`src/rtl/fft16_iter_sequencer.sv`:
```
// Control sequencer for the 16-point iterative radix-2 FFT/IFFT core.
// Walks bit-reversed load, LOG2N butterfly stages with drain, then done.
module fft16_iter_sequencer #(
  parameter int N      = 16,
  parameter int LOG2N  = 4,
  parameter int BF_LAT = 2
) (
  input  logic                     clk,
  input  logic                     rst,
  input  logic                     start,
  input  logic                     mode,
  output logic                     busy,
  output logic                     done,
  output logic                     ld_en,
  output logic [LOG2N-1:0]         ld_idx,
  output logic [LOG2N-1:0]         ld_addr,
  output logic                     bf_valid,
  output logic [LOG2N-1:0]         bf_addr_a,
  output logic [LOG2N-1:0]         bf_addr_b,
  output logic [LOG2N-2:0]         tw_idx,
  output logic                     tw_conj,
  output logic [$clog2(LOG2N)-1:0] stage,
  output logic                     wb_en,
  output logic [LOG2N-1:0]         wb_addr_a,
  output logic [LOG2N-1:0]         wb_addr_b
);

  localparam int KW = LOG2N - 1;
  localparam int SW = $clog2(LOG2N);
  localparam int DW = (BF_LAT > 1) ? $clog2(BF_LAT) : 1;
  localparam int PW = 2 * LOG2N + 1;

  typedef enum logic [2:0] {
    IDLE,
    LOAD,
    ISSUE,
    DRAIN,
    FIN
  } state_t;

  state_t        state;
  logic [KW-1:0] k;
  logic [DW-1:0] dcnt;

  logic [LOG2N-1:0] ld_nxt;
  logic [KW-1:0]    k_nxt;
  logic [SW-1:0]    stg_nxt;

  assign ld_nxt  = ld_idx + 1'b1;
  assign k_nxt   = k + 1'b1;
  assign stg_nxt = stage + 1'b1;

  function automatic logic [LOG2N-1:0] bitrev(
    input logic [LOG2N-1:0] x
  );
    logic [LOG2N-1:0] r;
    for (int i = 0; i < LOG2N; i++)
      r[i] = x[LOG2N-1-i];
    return r;
  endfunction

  function automatic logic [LOG2N-1:0] half_of(
    input logic [SW-1:0] s
  );
    return LOG2N'(1) << s;
  endfunction

  // Top operand: group base (k>>s)*2*half plus offset within group.
  function automatic logic [LOG2N-1:0] addr_a(
    input logic [KW-1:0] kv,
    input logic [SW-1:0] s
  );
    logic [LOG2N-1:0] kk, lo, hi;
    kk = {1'b0, kv};
    lo = kk & (half_of(s) - LOG2N'(1));
    hi = (kk >> s) << (int'(s) + 1);
    return hi | lo;
  endfunction

  // Twiddle exponent scales the in-group offset up to the N-point grid.
  function automatic logic [KW-1:0] twid(
    input logic [KW-1:0] kv,
    input logic [SW-1:0] s
  );
    logic [KW-1:0] lo;
    lo = kv & ((KW'(1) << s) - KW'(1));
    return lo << (KW - int'(s));
  endfunction

  // Main sequencer; every output is registered from next-state values.
  always_ff @(posedge clk) begin
    if (!rst) begin
      state     <= IDLE;
      busy      <= 1'b0;
      done      <= 1'b0;
      ld_en     <= 1'b0;
      ld_idx    <= '0;
      ld_addr   <= '0;
      bf_valid  <= 1'b0;
      bf_addr_a <= '0;
      bf_addr_b <= '0;
      tw_idx    <= '0;
      tw_conj   <= 1'b0;
      stage     <= '0;
      k         <= '0;
      dcnt      <= '0;
    end else begin
      done     <= 1'b0;
      ld_en    <= 1'b0;
      bf_valid <= 1'b0;
      unique case (state)
        IDLE: begin
          if (start) begin
            state   <= LOAD;
            busy    <= 1'b1;
            tw_conj <= mode;
            ld_en   <= 1'b1;
            ld_idx  <= '0;
            ld_addr <= '0;
          end
        end
        LOAD: begin
          if (ld_idx == LOG2N'(N - 1)) begin
            state     <= ISSUE;
            ld_idx    <= '0;
            ld_addr   <= '0;
            stage     <= '0;
            k         <= '0;
            bf_valid  <= 1'b1;
            bf_addr_a <= addr_a('0, '0);
            bf_addr_b <= addr_a('0, '0)
                         + half_of('0);
            tw_idx    <= twid('0, '0);
          end else begin
            ld_en   <= 1'b1;
            ld_idx  <= ld_nxt;
            ld_addr <= bitrev(ld_nxt);
          end
        end
        ISSUE: begin
          if (k == KW'(N / 2 - 1)) begin
            state <= DRAIN;
            dcnt  <= '0;
          end else begin
            k         <= k_nxt;
            bf_valid  <= 1'b1;
            bf_addr_a <= addr_a(k_nxt, stage);
            bf_addr_b <= addr_a(k_nxt, stage)
                         + half_of(stage);
            tw_idx    <= twid(k_nxt, stage);
          end
        end
        DRAIN: begin
          if (dcnt == DW'(BF_LAT - 1)) begin
            if (stage == SW'(LOG2N - 1)) begin
              state <= FIN;
              done  <= 1'b1;
            end else begin
              state     <= ISSUE;
              stage     <= stg_nxt;
              k         <= '0;
              bf_valid  <= 1'b1;
              bf_addr_a <= addr_a('0, stg_nxt);
              bf_addr_b <= addr_a('0, stg_nxt)
                           + half_of(stg_nxt);
              tw_idx    <= twid('0, stg_nxt);
            end
          end else begin
            dcnt <= dcnt + 1'b1;
          end
        end
        FIN: begin
          state <= IDLE;
          busy  <= 1'b0;
          stage <= '0;
        end
        default: state <= IDLE;
      endcase
    end
  end

  logic [PW-1:0] pipe [BF_LAT];

  // Write-back strobe/addresses trail issue by exactly BF_LAT cycles.
  always_ff @(posedge clk) begin
    if (!rst) begin
      for (int i = 0; i < BF_LAT; i++)
        pipe[i] <= '0;
    end else begin
      pipe[0] <= {bf_valid, bf_addr_a, bf_addr_b};
      for (int i = 1; i < BF_LAT; i++)
        pipe[i] <= pipe[i-1];
    end
  end

  assign {wb_en, wb_addr_a, wb_addr_b} = pipe[BF_LAT-1];

endmodule

```
`config.mk`:
```
export PLATFORM = sky130hd
export DESIGN_NAME = fft16_iter_sequencer
export DESIGN_NICKNAME = d
export VERILOG_FILES = /design/src/rtl/fft16_iter_sequencer.sv
export SDC_FILE = /design/constraint.sdc
export NUM_CORES = 1
export LEC_CHECK = 0
export CAP_MARGIN = 20
export CORE_AREA = 2 2 79 81
export DETAILED_ROUTE_END_ITERATION = 10
export DIE_AREA = 0 0 81 83
export DONT_BUFFER_PORTS = 1
export SLEW_MARGIN = 20
export SYNTH_ARGS = -nofsm -noshare
export SYNTH_HDL_FRONTEND = slang
export SYNTH_SLANG_ARGS = --single-unit
```
`constraint.sdc`:
```
create_clock -name clk -period 3.2 [get_ports clk]
set_input_delay 0.8 -clock clk [delete_from_list [all_inputs] [get_ports clk]]
set_output_delay 0.8 -clock clk [all_outputs]
set_load 0.01 [all_outputs]
```
==> flow_summary.ini, run 1 <==
[clocking]
cts_buffers = 5
cts_tree = done
clk_pin_slew_ns = 0.10
htree_levels = 2
clockBufferDepth = 2
cts_setup_buffers = 0
ctsRootBufferMaster = clkbuf_8
clkSinkCount = 47
cts_hold_repair.buffers = 0
post_cts_resized = 0
clk_latency_ns = 0.30

[critical_path]
critPathCaptureType = flip-flop
crit_required_ns = 3.44
crit_type = flip-flop to flip-flop
max_stage_delay_ns = 0.45
cp_num_buf_inv = 3
worstPathCellList = buf_4 -> ha_1 -> inv_1 -> nand3_1 -> o32ai_1 -> ha_1 -> inv_1 -> fa_1 -> xor2_1 -> o21ai_0 -> nand3_1 -> a21boi_0
cp_max_fo = 13
startpoint_type = flip-flop
cp.arrival_ns = 3.11
path_delay_family = adder cells
worst_path_max_delay_cell = o32ai_1

[routing]
antenna_left = 0
viasPerCell = 5.20
topRoutingLayerUsed = met4
wl_met1_um = 2200
routed_wl_um = 4450
dr_wl_met2_um = 1930
drc_errors = 0
first_pass_iters = 4
wl_met3_um = 231
post_drt_wl_per_cell_um = 14.5
drt_iter0_markers = 80
num_vias = 1596

[final_layout]
syn_to_final_growth_pct = 1.84
post-route-util_pct = 40.4
drive_gt1_share_pct = 9.48
antennaDiodeCount = 0
finalNetCount = 249

[synthesis]
async_flop_share_pct = 0
syn_inst = 246
ys_seq_area_share_pct = 40.8
synth_top_cell_area_share_pct = 40.8
ys.flop_type = dfxtp_1
synthXorXnorAreaFrac_pct = 1.52
synth_compound_area_share_pct = 15.1
synthSimpleGateAreaFrac_pct = 23.5
syn_area_per_cell_um2 = 9.37
synth_top_family_by_area = simple AND/OR/NAND/NOR gates
synthAdderAreaFrac_pct = 7.92
synth.area.top_cells = dfxtp_1 (41%), ha_1 (7.1%), and2_1 (5.7%)
synth_mux_area_share_pct = 2.22
yosys_warnings = 0
syn_area_mm2 = 0.00231
ys_types = 45
yosysMostFrequentCell = dfxtp_1
yosys.area.top_type = dfxtp_1
syn_nets = 264
synth_edf_count = 0
ys_top_cells_by_count = dfxtp_1 (47), nand2_1 (24), and2_1 (21), ha_1 (13)
ys_seq_elements = 47

[power]
seq_power_share_pct = 54.3
ir_drop_mv = 0.214
power_frac_clock_pct = 32.3
p_per_area_mw_per_mm2 = 515
p_int_mw = 0.855
p_sw_share_pct = 29.3
p_comb_share_pct = 13.4
p_sw_mw = 0.354
leakagePower_nw = 0.922

[timing]
tns_ns = 0
maxSlewViolCount = 0
rsz0062_at_grt = no
max_freq_mhz = 348
fin_skew_ns = 0.0106
finalSetupViolCount = 0
tightestPinTransition_ns = 0.737
relSlewSlack_pct = 50.8
hold_viol_final = 0
post-route-period-util_pct = 89.7
fin_crit_ns = 2.87

[die]
io_pins = 39
die_w_um = 81
start_util_pct = 39.7
die_area_mm2 = 0.00672
die_h_um = 83
core_area_mm2 = 0.00582
fp-row-count = 28

[grt]
grt_max_degree = 45
overflow = 0
first_global_vias = 1514
grt_pass1_wl_um = 7490
grtUsageTotal_pct = 14.1
antenna_found_initial = 0

[run]
maxCapViolations = 0

[placed_design]
gp_congestion = 0.950
hpwl_um = 3090
portBuffers = 0

[hold_path]
holdCritPathClass = flip-flop to flip-flop

[run_status]
status = finished, final reports clean
-- state kept, by name, summed over array words and instances (netlist names), 2 cells and up --
name       flops
k              3
pipe          18
stage          2
state          3
tw_idx         3
ld_idx         3
bf_addr_b      4
bf_addr_a      4
-- kinds of logic after synthesis --
| family | after synthesis |
|---|---|
| buffers and inverters | 35 |
| flip-flops | 47 |
| AND/OR/NAND/NOR | 92 |
| XOR/XNOR | 4 |
| adder cells (fa/ha/maj) | 14 |
| multiplexers | 5 |
| AO/OA/AOI/OAI | 49 |
-- stage by stage --
stage          hold slack, ns  worst slack, ns  instance area [um2]  std cells  total power [mW]
3_3_place_gp            0.414            0.432                 2250        299             0.831
4_1_cts                 0.440            0.357                 2350        307              1.22
6_report                0.438            0.328                 2350        307              1.21
3_5_place_dp            0.418            0.385                 2250        299             0.835
5_1_grt                 0.456           0.0582                 2350        307              1.27
2_1_floorplan           0.412            0.474                 2310        246             0.815
-- cells in the final DEF (no fill, tap or decap), types with 2 or more instances in the layout --
cell,instances
a21boi_0,10
a21boi_1,2
a21o_1,2
a21oi_1,7
a22oi_1,4
a31oi_1,2
and2_1,21
buf_4,2
clkbuf_8,6
dfxtp_1,47
ha_1,13
inv_1,11
mux2i_1,4
nand2_1,24
nand3_1,12
nand4_1,3
nor2_1,4
nor2b_1,8
nor3_1,6
nor3b_4,2
o211a_1,3
o211ai_1,2
o21ai_0,9
o21ai_2,2
or3_2,3
xor2_1,3
-- layout make-up --
type | count | area, um2
repair buffers | 2 | 15.0
flip-flops and latches | 47 | 941
multi-input cells | 164 | 1160
inverters | 11 | 41.3
clock buffers | 6 | 82.6
well taps | 75 | 93.8
fillers | 591 | 3470
clock inverters | 2 | 16.3
-- power groups by stage --
stage	Clock [mW]	Sequential, mW	Combinational (mW)
after floorplan	0	0.645	0.170
after global placement	0	0.671	0.160
after detailed placement	0	0.672	0.163
after CTS	0.399	0.658	0.163
after global routing	0.425	0.663	0.183
final	0.391	0.657	0.162
-- worst reg2reg max path, delay by kind of cell (launching register included) --
kind | cells | cell delay, ns
adders and majority gates | 3 | 0.90
buffers and inverters | 3 | 0.39
and+or+nand+nor | 2 | 0.21
DFF | 1 | 0.38
AOI/OAI and AO/OA | 3 | 0.74
xor gates and xnor gates | 1 | 0.16
-- path summary, 6_finish.rpt --
| kind | slack (ns) | cells after the start | from | endpoint |
|---|---|---|---|---|
| setup / recovery | 0.33 | 12 | stage[0] | bf_addr_b[2] |
| hold / removal | 0.44 | 1 | pipe[0][4] | pipe[0][13] |
| hold reg to reg | 0.44 | 1 | pipe[0][4] | pipe[0][13] |
| setup reg to reg | 0.33 | 12 | stage[0] | bf_addr_b[2] |
-- layer usage --
| layer | track usage (%) | vias to the layer above |
|---|---|---|
| li1 | - | 802 |
| met1 | 18.9 | 746 |
| met2 | 21.0 | 40 |
| met3 | 4.13 | 8 |
| met4 | 5.86 | 0 |
| met5 | 0 | - |
Power figures use the tool's default switching activity.
==> run 2: changes to the inputs <==
--- a/config.mk
+++ b/config.mk
@@ -10,6 +10,7 @@
 export DETAILED_ROUTE_END_ITERATION = 10
 export DIE_AREA = 0 0 81 83
 export DONT_BUFFER_PORTS = 1
+export SKIP_CTS_REPAIR_TIMING = 1
 export SLEW_MARGIN = 20
 export SYNTH_ARGS = -nofsm -noshare
 export SYNTH_HDL_FRONTEND = slang
==> results of run 2 <==
No change in the layout: final DEF, timing and power equal those of run 1.
